===== src/rtl/add_sched_pkg.sv =====
`default_nettype none
// +--------------------------------------------------------------------------+
// | add_sched_pkg                                                            |
// | Shared op and state encodings for the add-unit scheduler.                |
// | Rev 1.0                                                                  |
// +--------------------------------------------------------------------------+
package add_sched_pkg;

  localparam logic [2:0] OP_ADD = 3'd0;
  localparam logic [2:0] OP_SUB = 3'd1;

  typedef enum logic [1:0] {
    IDLE  = 2'd0,
    ISSUE = 2'd1,
    BUSY  = 2'd2,
    DONE  = 2'd3
  } sched_state_t;

endpackage
`default_nettype wire


===== src/rtl/add_unit_scheduler_rr_arbiter.sv =====
`default_nettype none
// +--------------------------------------------------------------------------+
// | rr_arbiter                                                               |
// | Combinational round-robin: first request at or after ptr, cyclically.    |
// | Rev 1.0                                                                  |
// +--------------------------------------------------------------------------+
module rr_arbiter
  import add_sched_pkg::*;
#(
  parameter int NREQ = 4
) (
  input  logic [NREQ-1:0]         req,
  input  logic [$clog2(NREQ)-1:0] ptr,
  output logic [NREQ-1:0]         grant,
  output logic [$clog2(NREQ)-1:0] grant_idx,
  output logic                    any
);

  localparam int IDX_W = $clog2(NREQ);

  // One extra bit so ptr + offset can exceed NREQ-1 before wrapping.
  logic [IDX_W:0] w_pos;

  assign any = |req;

  always_comb begin
    grant     = '0;
    grant_idx = '0;
    w_pos     = '0;
    for (int i = 0; i < NREQ; i++) begin
      w_pos = {1'b0, ptr} + (IDX_W+1)'(i);
      if (w_pos >= (IDX_W+1)'(NREQ)) begin
        w_pos = w_pos - (IDX_W+1)'(NREQ);
      end
      if ((grant == '0) && req[w_pos[IDX_W-1:0]]) begin
        grant[w_pos[IDX_W-1:0]] = 1'b1;
        grant_idx               = w_pos[IDX_W-1:0];
      end
    end
  end

endmodule
`default_nettype wire


===== src/rtl/add_unit_scheduler.sv =====
`default_nettype none
// +--------------------------------------------------------------------------+
// | add_unit_scheduler                                                       |
// | Round-robin sharing of one multi-cycle add/sub unit, with watchdog.      |
// | Rev 1.0                                                                  |
// +--------------------------------------------------------------------------+
module add_unit_scheduler
  import add_sched_pkg::*;
#(
  parameter int NREQ     = 4,
  parameter int DATA_W   = 32,
  parameter int TAG_W    = 4,
  parameter int MAX_WAIT = 8
) (
  input  logic                     clk,
  input  logic                     rst_n,
  input  logic [NREQ-1:0]          req_valid,
  output logic [NREQ-1:0]          req_ready,
  input  logic [NREQ*3-1:0]        req_op,
  input  logic [NREQ*DATA_W-1:0]   req_a,
  input  logic [NREQ*DATA_W-1:0]   req_b,
  input  logic [NREQ*TAG_W-1:0]    req_tag,
  output logic                     unit_start,
  output logic [2:0]               unit_op,
  output logic [DATA_W-1:0]        unit_a,
  output logic [DATA_W-1:0]        unit_b,
  input  logic                     unit_valid,
  input  logic [DATA_W-1:0]        unit_result,
  output logic                     res_valid,
  input  logic                     res_ready,
  output logic [DATA_W-1:0]        res_data,
  output logic [TAG_W-1:0]         res_tag,
  output logic [$clog2(NREQ)-1:0]  res_src,
  output logic                     res_err,
  output logic                     busy,
  output logic                     err_timeout
);

  localparam int IDX_W = $clog2(NREQ);
  localparam int CNT_W = $clog2(MAX_WAIT + 1);
  localparam logic [CNT_W-1:0] C_MAX_WAIT = CNT_W'(MAX_WAIT);
  localparam logic [IDX_W-1:0] C_LAST_IDX = IDX_W'(NREQ - 1);

  sched_state_t r_state, w_state_next;

  logic [IDX_W-1:0]  r_ptr, r_src, w_grant_idx;
  logic [NREQ-1:0]   w_grant;
  logic              w_any, w_accept, w_timeout;
  logic [CNT_W-1:0]  r_cnt, w_cnt_inc;
  logic [2:0]        r_op;
  logic [DATA_W-1:0] r_a, r_b, r_res_data;
  logic [TAG_W-1:0]  r_tag;
  logic              r_res_err, r_err_timeout;

  logic [2:0]        w_op_arr  [NREQ];
  logic [DATA_W-1:0] w_a_arr   [NREQ];
  logic [DATA_W-1:0] w_b_arr   [NREQ];
  logic [TAG_W-1:0]  w_tag_arr [NREQ];

  for (genvar gi = 0; gi < NREQ; gi++) begin : g_unpack
    assign w_op_arr[gi]  = req_op[gi*3 +: 3];
    assign w_a_arr[gi]   = req_a[gi*DATA_W +: DATA_W];
    assign w_b_arr[gi]   = req_b[gi*DATA_W +: DATA_W];
    assign w_tag_arr[gi] = req_tag[gi*TAG_W +: TAG_W];
  end

  rr_arbiter #(.NREQ(NREQ)) u_arb (
    .req       (req_valid),
    .ptr       (r_ptr),
    .grant     (w_grant),
    .grant_idx (w_grant_idx),
    .any       (w_any)
  );

  // Reset is gated in so no handshake completes while rst_n is low.
  assign w_accept  = rst_n && (r_state == IDLE) && w_any;
  assign w_cnt_inc = r_cnt + 1'b1;
  assign w_timeout = (r_state == BUSY) && !unit_valid && (w_cnt_inc == C_MAX_WAIT);

  always_comb begin
    w_state_next = r_state;
    req_ready    = '0;
    case (r_state)
      IDLE: begin
        if (w_accept) begin
          req_ready    = w_grant;
          w_state_next = ISSUE;
        end
      end
      ISSUE:   w_state_next = BUSY;
      BUSY:    if (unit_valid || w_timeout) w_state_next = DONE;
      DONE:    if (res_ready) w_state_next = IDLE;
      default: w_state_next = IDLE;
    endcase
  end

  always_ff @(posedge clk) begin
    if (!rst_n) begin
      r_state       <= IDLE;
      r_ptr         <= '0;
      r_src         <= '0;
      r_cnt         <= '0;
      r_op          <= '0;
      r_a           <= '0;
      r_b           <= '0;
      r_tag         <= '0;
      r_res_data    <= '0;
      r_res_err     <= 1'b0;
      r_err_timeout <= 1'b0;
    end else begin
      r_state <= w_state_next;
      if (w_accept) begin
        r_op  <= w_op_arr[w_grant_idx];
        r_a   <= w_a_arr[w_grant_idx];
        r_b   <= w_b_arr[w_grant_idx];
        r_tag <= w_tag_arr[w_grant_idx];
        r_src <= w_grant_idx;
        r_ptr <= (w_grant_idx == C_LAST_IDX) ? '0 : w_grant_idx + 1'b1;
      end
      if (r_state == ISSUE) begin
        r_cnt <= '0;
      end else if (r_state == BUSY) begin
        r_cnt <= w_cnt_inc;
      end
      // A result arriving on the watchdog's last cycle still wins.
      if ((r_state == BUSY) && unit_valid) begin
        r_res_data <= unit_result;
        r_res_err  <= 1'b0;
      end else if (w_timeout) begin
        r_res_data    <= '0;
        r_res_err     <= 1'b1;
        r_err_timeout <= 1'b1;
      end
    end
  end

  assign unit_start  = (r_state == ISSUE);
  assign unit_op     = r_op;
  assign unit_a      = r_a;
  assign unit_b      = r_b;
  assign res_valid   = (r_state == DONE);
  assign res_data    = r_res_data;
  assign res_tag     = r_tag;
  assign res_src     = r_src;
  assign res_err     = r_res_err;
  assign busy        = (r_state != IDLE);
  assign err_timeout = r_err_timeout;

endmodule
`default_nettype wire


===== config.mk =====
export PLATFORM = sky130hd
export DESIGN_NAME = add_unit_scheduler
export DESIGN_NICKNAME = d
export VERILOG_FILES = /design/src/rtl/add_sched_pkg.sv /design/src/rtl/add_unit_scheduler_rr_arbiter.sv /design/src/rtl/add_unit_scheduler.sv
export SDC_FILE = /design/constraint.sdc
export NUM_CORES = 1
export LEC_CHECK = 0
export ABC_AREA = 1
export CORE_AREA = 8 8 162 164
export CTS_BUF_LIST = sky130_fd_sc_hd__clkbuf_2
export DETAILED_ROUTE_END_ITERATION = 10
export DIE_AREA = 0 0 170 172
export PLACE_DENSITY = 0.69
export SYNTH_ARGS = -nofsm -noshare
export SYNTH_HDL_FRONTEND = slang
export SYNTH_SLANG_ARGS = --single-unit
export TNS_END_PERCENT = 5

===== constraint.sdc =====
create_clock -name clk -period 6.9 [get_ports clk]
set_input_delay 1.035 -clock clk [delete_from_list [all_inputs] [get_ports clk]]
set_output_delay 1.035 -clock clk [all_outputs]
set_load 0.02 [all_outputs]

After elaboration in Yosys (flattened, before gate mapping)
Index checks and enable logic that the tools add are counted.

storage, ports and cells
  latch bits = 0
  input port bits = 324
  memory bits (read-only) = 0
  memory bits (writable) = 0
  memories kept = 0
  output and inout port bits = 114
  flip-flop bits (word level) = 115
  logic and storage cells = 121

cells by class
  reduce and logical (&&, ||, !) cells = 25
  shift operators = 0
  multiply operators = 0
  div/mod/pow operators = 0
  equal/unequal tests = 8
  bitwise operators = 6
  mux-type cells = 49
  magnitude comparators = 13
  add/subtract/negate cells = 9

operators by type and width
  operator                                             number
  two-way mux 32 bit                                   6
  binary-select mux 32 bit (select 2 bit)              2
  two-way mux 4 bit                                    8
  two-way mux 2 bit                                    12
  >= comparator 3 bit, second input constant           4
  logical AND 1 bit                                    12
  logical NOT 4 bit                                    3
  < comparator 2 x 3 -> 1 bit, second input constant   4
  bitwise OR 4 bit                                     3
  binary-select mux 1 bit (select 2 bit)               4
  binary-select mux 4 bit (select 2 bit)               1
  demux 1 bit (select 2 bit)                           4
  >= comparator 2 x 1 -> 1 bit, second input constant  4
  two-way mux 1 bit                                    8
  one-hot mux 2 bit (4 select lines)                   1
  subtractor 2 x 1 -> 2 bit, second input constant     4
  adder 2 x 2 -> 3 bit, second input constant          2
  binary-select mux 3 bit (select 2 bit)               1
  equality test 2 bit, second input constant           3
  two-way mux 3 bit                                    2
  adder 4 x 1 -> 4 bit, second input constant          1
  equality test 4 bit, second input constant           1
  inequality test 2 bit, second input constant         2
  nonzero test 2 bit                                   2
  other kinds (14)                                     16

Logic depth before layout (Yosys ltp)
  word-level depth = 20
  gate-level depth with buffers = 22
  mapped depth without buffers = 20

Modules after synthesis
From an unflattened synthesis, not the netlist that was laid out.

second synthesis, totals
  cells, all modules = 1,046
  area, all modules = 6,839.1 µm²

by module, submodules not included
  module              area each (µm²)  cells each  sequential area each (µm²)  times used
  add_unit_scheduler  6,246.0          946         2,302.2                     1
  rr_arbiter          593.1            100         0.0                         1

Worst setup path after synthesis
No wires, ideal clock.

  kind = in2out
  start = input req_valid[3]
  end = output req_ready[1]
  data arrival time = 2.737 ns
  data required time = 5.865 ns
  path slack = 3.128 ns
  stages on the path = 15
  path buffers = 0
  cell sequence = inv_1 nand2_1 nand3_2 nand2_2 a21oi_2 nand3_1 nand3_1 inv_1 nand3_1 nand3_1 nor2_4 nand2_4 inv_1 nand2_1 a31oi_1

between the ends
  word-level cells in the longest chain between the ends = 14
  elaborated cells on any way between the ends = 25
  classes of those cells = mux (14); bitwise (3); reduce/logical (8)

RTL lines
  what                                     RTL line                             text
  start: declaration                       add_unit_scheduler.sv:17             input logic [NREQ-1:0] req_valid,
  binary-select mux 1 bit (select 2 bit)   add_unit_scheduler_rr_arbiter.sv:35  if ((grant == '0) && req[w_pos[IDX_W-1:0]]) begin
  two-way mux 1 bit (implied by the code)  add_unit_scheduler_rr_arbiter.sv:35
  two-way mux 4 bit                        add_unit_scheduler_rr_arbiter.sv:35
  logical NOT 4 bit                        add_unit_scheduler_rr_arbiter.sv:35
  logical AND 1 bit                        add_unit_scheduler_rr_arbiter.sv:35
  two-way mux 4 bit                        add_unit_scheduler_rr_arbiter.sv:35
  logical NOT 4 bit                        add_unit_scheduler_rr_arbiter.sv:35
  logical AND 1 bit                        add_unit_scheduler_rr_arbiter.sv:35
  two-way mux 4 bit                        add_unit_scheduler_rr_arbiter.sv:35
  logical NOT 4 bit                        add_unit_scheduler_rr_arbiter.sv:35
  logical AND 1 bit                        add_unit_scheduler_rr_arbiter.sv:35
  two-way mux 4 bit                        add_unit_scheduler_rr_arbiter.sv:35
  two-way mux 4 bit (*)                    add_unit_scheduler.sv:85             if (w_accept) begin
  two-way mux 4 bit (*)                    add_unit_scheduler.sv:83             case (r_state)
  end: declaration                         add_unit_scheduler.sv:18             output logic [NREQ-1:0] req_ready,

Mark *: on every way between the ends. The rest lies on a longest branch, timed or not. The select of a mux whose other input is x is not followed.

Worst setup path in the final report
  start = register r_ptr[0]
  end = output req_ready[1]

between the ends
  word-level cells in the longest chain between the ends = 18
  elaborated cells on any way between the ends = 58
  classes of those cells = add/sub (7); order compare (12); mux (26); bitwise (3); reduce/logical (10)

RTL lines
  what                                                                           RTL line                             text
  start: declaration                                                             add_unit_scheduler.sv:46             logic [IDX_W-1:0] r_ptr, r_src, w_grant_idx;
  start signal: assignment                                                       add_unit_scheduler.sv:118            r_ptr <= (w_grant_idx == C_LAST_IDX) ? '0 : w_grant_idx + 1'b1;
  parallel branches: the longest is 15 deep, another holds adder 2 x 1 -> 3 bit  n/a
  two-way mux 4 bit (*)                                                          add_unit_scheduler_rr_arbiter.sv:35
  two-way mux 4 bit (*)                                                          add_unit_scheduler.sv:85
  two-way mux 4 bit (*)                                                          add_unit_scheduler.sv:83

Every way passes the cells marked *. The select of a mux whose other input is x is not followed.

==> flow_summary.json <==
{
  "cts_resized": 0,
  "syn_nets": 1551,
  "avgSynthCellArea_um2": 6.16,
  "worstSetupStartpointType": "flip-flop",
  "r2r_end": "unit_b[5]",
  "cap_violations": 0,
  "cts_hold_buf": 0,
  "ioPinCount": 438,
  "core-area_um2": 23800,
  "grt_usage_pct": 21.6,
  "p_leak_nw": 5.43,
  "outcome": "completed",
  "dieArea_um2": 29200,
  "wire_per_inst_um": 17.5,
  "clkTransAtPathRegs_ns": 0.16,
  "powerDensity_nw_per_um2": 614,
  "hold-path-endpoint": "unit_b[9]",
  "netlist_area_um2": 7470,
  "seq_power_share_pct": 13.7,
  "clock_path_buffers": 2,
  "gp_congestion": 0.898,
  "cp_max_fo": 13,
  "finalCriticalPeriod_ns": 5.36,
  "dp_hpwl_um": 24800,
  "clkPwrFrac_pct": 6.3,
  "grt_pass1_vias": 8909,
  "syn2layout_area_growth_pct": 62.3,
  "cts_tree": "built",
  "p_int_mw": 3.04,
  "num_rows": 57,
  "r2r-start": "r_ptr[0]",
  "cp_top_family": "buffers and inverters",
  "synth_cell_type_count": 35,
  "clock-sinks": 115,
  "finalClockSkew_ns": 0.0529,
  "cpPeakStageDelay_ns": 0.73,
  "layout_setup_ws_ns": 1.54,
  "drt-pass1-iter-count": 5,
  "nets": 1929,
  "drc": 0,
  "worstSetupPathType": "reg -> out",
  "fin_tns_setup_ns": 0,
  "finalWirelength_um": 33800,
  "pre_cts_slack_ns": 1.76,
  "hold_class": "reg -> reg",
  "htree_levels": 4,
  "fp.dieH_um": 172,
  "min-delay-start": "unit_b[9]",
  "timing.fmax_mhz": 187,
  "p_sw_mw": 4.41,
  "cts_inserted_buffers": 17,
  "grt_max_degree": 84,
  "switching_share_pct": 59.2,
  "ir_drop_v": 0.000655,
  "yosysWarningCount": 0,
  "finalHoldViolCount": 0,
  "drtAntennaViolNets": 0,
  "cp_data_required_time_ns": 5.86,
  "final.fill_count": 2437,
  "drive_gt1_share_pct": 3.99,
  "routed_via_density": 4.83,
  "start_util_pct": 31.4,
  "critPathSlowestCell": "dfxtp_1",
  "synth_seq_area_share_pct": 30.8,
  "worstPathCellList": "inv_6, ha_1, inv_2, nand3_1, o21ai_0, a21oi_2, nand3_1, nand3_1, inv_1, nand3_1, nand3_1, nor2_4, nand2_4, inv_1, nand2_1, a31oi_1, clkdlybuf4s50_1",
  "fin_crit_sh_pct": 77.6,
  "tightest_slew_ns": 1.17,
  "routed-via-count": 9323,
  "cp_num_buf_inv": 5,
  "crit_top_cell": "nand3_1",
  "die_x_um": 170,
  "arrival_ns": 4.32,
  "comb_power_share_pct": 80.0,
  "grt_pass1_wl_um": 49800,
  "numPortBuffers": 437,
  "r2r_cells": 19,
  "grt_overflow_total": 0,
  "clockRootBuffer": "clkbuf_2",
  "rrSetupSlack_ns": 2.15,
  "antenna_found_initial": 3,
  "hold_depth": 2,
  "slew_viol_final": 0,
  "postCtsSetupRepairBufs": 0,
  "initialDrtViolationCount": 700,
  "setup_viol": 0,
  "rsz0062_at_grt": "false",
  "slew_headroom_pct": 22.0,
  "clk_latency_ns": 0.69,
  "end_kind": "primary output",
  "syn_inst": 1213,
  "yosys_register_bits": 115
}
## registers in the layout (all words and copies together) (netlist names)
register	count
res_tag	4
r_ptr	2
r_state	2
unit_a	32
unit_op	3
res_src	2
res_data	32
res_err	1
err_timeout	1
r_cnt	4
unit_b	32
## cell usage after synthesis (all sizes together)
master / instances / share of area (%)
a211o: 1 / 0.12
a211oi: 1 / 0.10
a21oi: 41 / 2.8
a31oi: 3 / 0.25
buf: 55 / 4.5
clkbuf: 31 / 1.6
dfxtp: 115 / 31
ha: 14 / 2.3
inv: 116 / 5.9
nand2: 445 / 23
nand3: 295 / 20
nand3b: 58 / 5.8
nor2: 15 / 0.99
nor3: 1 / 0.067
nor3b: 1 / 0.10
nor4: 1 / 0.084
o21a: 1 / 0.10
o21ai: 14 / 1.2
o31ai: 2 / 0.27
or2: 1 / 0.084
xor2: 2 / 0.23
## layout make-up
class / count / area, um2 / share of cell area (%)
Timing Repair Buffer: 445 / 4430 / 36.6
Multi-Input combinational cell: 896 / 4300 / 35.5
Sequential cell: 115 / 2300 / 19.0
Inverter: 116 / 440 / 3.63
Tap cell: 324 / 405 / 3.34
Clock inverter: 15 / 155 / 1.28
Clock buffer: 17 / 85.1 / 0.702
Antenna cell: 2 / 5.00 / 0.0413
## metal layers
layer / vias to the layer above / wire, um / global-route usage [%]
met3: 55 / 2680 / 6.32
met1: 4261 / 13800 / 26.7
met4: 2 / 938 / 7.32
met5: - / 13 / 0
met2: 354 / 16300 / 35.5
li1: 4651 / - / -
## how the worst max path moves through the flow
stage,depth (start not counted),to,from
floorplan,15,req_ready[1],req_valid[3]
global placement,20,unit_b[17],req_valid[3]
detailed placement,20,unit_b[21],req_valid[3]
CTS,17,req_ready[1],r_ptr[0]
global route,17,req_ready[1],r_ptr[0]
finish,17,req_ready[1],r_ptr[0]
## cells by family (layout without fill, tap and decap cells)
group                    Yosys count  in the layout  share of synthesized area (%)
XOR/XNOR                           2              2                          0.234
flip-flops                       115            115                           30.8
buffers and inverters            202            593                           11.9
AO/OA/AOI/OAI                     63             63                           4.87
AND/OR/NAND/NOR                  817            817                           49.8
other                              0              2                              0
adder cells (fa/ha/maj)           14             14                           2.34
## through the flow
stage	hold WS (ns)	area (um2)	cells	total power, mW	utilization (%)
after floorplan	0.472	7470	1213	5.54	-
after global placement	0.436	11900	1896	6.96	49.9
after detailed placement	0.438	11900	1896	7.02	49.9
after CTS	0.464	12100	1928	7.52	50.9
after global routing	0.482	12100	1930	8.26	50.9
final	0.461	12100	1930	7.45	50.9
## worst reg2reg max path: stages, from the launching register on
cell	delay, ns
dfxtp_1	0.73
inv_6	0.11
ha_1	0.47
inv_2	0.12
o21ai_0	0.24
a21oi_2	0.09
nand3_1	0.08
nand2_1	0.09
nor2_1	0.23
nand3_1	0.11
nand2_1	0.13
nor2_4	0.07
nand2_4	0.14
nand2_4	0.36
nand2_4	0.54
buf_4	0.79
nand2_1	0.12
nand3_1	0.14
nand3_1	0.09
nand2_1	0.08
## cells in the final DEF, fill, tap and decap left out, types with 4 or more instances in the layout
master           netlist  final
nand2_1              439    438
clkdlybuf4s50_1        0    437
nand3_1              292    292
dfxtp_1              115    115
inv_1                111    111
nand3b_1              58     58
a21oi_1               40     40
clkbuf_2               0     17
ha_1                  14     14
o21ai_0               11     11
nor2_1                12     10
buf_4                  6      8
inv_6                  1      5
inv_2                  4      4
nor2_4                 2      4
nand2_2                4      4
## power by group through the flow
| stage | sequential (mW) | clock (mW) | combinational [mW] |
|---|---|---|---|
| after global placement | 1.03 | 0 | 5.93 |
| after floorplan | 1.24 | 0 | 4.31 |
| after CTS | 1.02 | 0.494 | 6.00 |
| after global routing | 1.05 | 0.519 | 6.69 |
| final | 1.02 | 0.471 | 5.96 |
| after detailed placement | 1.03 | 0 | 5.99 |
(Power assumes the default switching activity.)
==> RTL change: new RTL, config.mk and constraints unchanged <==
Put one more register stage on the output `err_timeout`, cleared by the reset. The value now appears one clock later. The other outputs are not delayed to match.
--- a/src/rtl/add_unit_scheduler.sv
+++ b/src/rtl/add_unit_scheduler.sv
@@ -144,7 +144,13 @@
   assign res_src     = r_src;
   assign res_err     = r_res_err;
   assign busy        = (r_state != IDLE);
-  assign err_timeout = r_err_timeout;
+  always_ff @(posedge clk) begin
+    if (!rst_n) begin
+      err_timeout <= '0;
+    end else begin
+      err_timeout <= r_err_timeout;
+    end
+  end
 
 endmodule
 `default_nettype wire
Function: same outputs for any inputs over 4 cycles, from zero or initial values and one cycle with rst_n low; that may be too few to reach the edited logic, so the function may still have changed.
==> RTL change against the unedited design <==
  * Sequential share of layout area shrank 0.19 points
  * Cell count grew 4.0%
  * Final area grew 1.9%
  * Area after synthesis grew 1.8%
  * Worst setup slack lost 6.8 ps
  * Synthesized cell count grew 5.9%
  * Sequential cell count grew 1
  * Wire length grew 2.8%
  * Total power shrank 15%
  * Register-to-register slack gained 80 ps
  * Clock skew grew 1.1 ps
  * Largest cell class unchanged
  * Largest power group unchanged
==> RTL change: results (changes against the unedited design) <==
vias in the first global route=9092 (+2.1%); Post-Syn Nets=1622 (+4.6%); r2r endpoint=unit_b[4]$_SDFFE_PN0P_; Clk Latency, worst-skew pair=710 ps (+20 ps); # fillers=2464 (+1.1%); drt wl/cell=17.3 um (-1.2%); NetSw=3.64 mW (-17%); most frequent cells after synthesis=nand2_1 (438), nand3_1 (349), inv_1 (179), dfxtp_1 (116); share of cells above drive strength 1=4.17% (+0.18 points); met3 WL=3450 um (+29%); most area-consuming cells after synthesis=dfxtp_1 (31%), nand3_1 (23%), nand2_1 (22%); outcome=completed; Pleak=5.84 nW (+7.6%); met2 WL=16400 um (+0.25%); highest routed layer=met4; met1 wire length=13900 um (+0.57%); crit path DAT=4330 ps (about the same); Slew @ Worst Pin=1240 ps (+77.6 ps); Slowest Stage Delay on Critical Path=710 ps (-20 ps); Vias=9556 (+2.5%); met2 Resource Use GR=37.9% (+2.3 points); met3 Track Usage GR=7.69% (+1.4 points); GR Util met1=25.6% (-1.1 points); DP Wirelength=26000 um (+4.5%); Clock transition at path regs=200 ps (+40 ps); fraction of the yosys area taken by sequential cells=30.5% (-0.28 points); worst setup path endpoint=req_ready[3]; Fin Clk Skew=54.0 ps (+1.05 ps); min-delay src=r_err_timeout$_SDFFE_PN0P_; Hold EP=err_timeout$_SDFF_PN0_; R2R Setup Slk=2230 ps (+80 ps); global-route wire length before repair=51200 um (+2.8%); largest net degree at the start of global routing=83 (-1.2%); Routability Congestion=0.961 (+7.0%)
==> RTL change: cell types whose count changed after synthesis, moves of 3 or more <==
cell	before	now
nand3b_1	58	0
clkbuf_1	31	40
nand4_1	0	3
nand3_1	292	349
buf_6	8	5
inv_1	111	179
buf_2	37	31
==> RTL change: cells by family after synthesis <==
family	count (synthesis)	share of synthesized area [%]
adder cells (fa/ha/maj)	14	2.30
AO/OA/AOI/OAI	63	4.79
buffers and inverters	270	14.6
AND/OR/NAND/NOR	819	47.5
XOR/XNOR	2	0.230
flip-flops	116	30.5
==> RTL change: per-stage QoR <==
step / util [%] / instances / instance area (um2) / hold WS [ps] / setup WS (ps)
after floorplan: - / 1284 / 7610 / 400 / 3200
after global placement: 50.8 / 1972 / 12100 / 408 / 1970
after detailed placement: 50.8 / 1972 / 12100 / 418 / 1880
after CTS: 51.8 / 2004 / 12400 / 447 / 1420
after global routing: 51.9 / 2007 / 12400 / 481 / 1160
final: 51.9 / 2007 / 12400 / 443 / 1540
==> RTL change: cell type report <==
type / count / area, um2 / area share (%)
clock inverters: 15 / 163 / 1.32
multi-input cells: 898 / 4200 / 34.0
inverters: 185 / 697 / 5.64
clock buffers: 17 / 85.1 / 0.688
well taps: 324 / 405 / 3.28
flip-flops and latches: 116 / 2320 / 18.8
diodes: 3 / 7.51 / 0.0607
repair buffers: 449 / 4480 / 36.2
==> RTL change: tightest hold or removal path, cell delays in order (launching register included) <==
cell and delay [ps]:
dfxtp_1 340, nand2_1 60, inv_1 40
==> RTL change: power groups by stage <==
stage / sequential (mW) / clock (mW) / combinational (mW)
detailed placement: 1.03 / 0 / 4.90
finish: 1.01 / 0.482 / 4.87
floorplan: 1.23 / 0 / 3.27
CTS: 1.01 / 0.507 / 4.91
global placement: 1.02 / 0 / 4.85
global route: 1.03 / 0.529 / 5.42
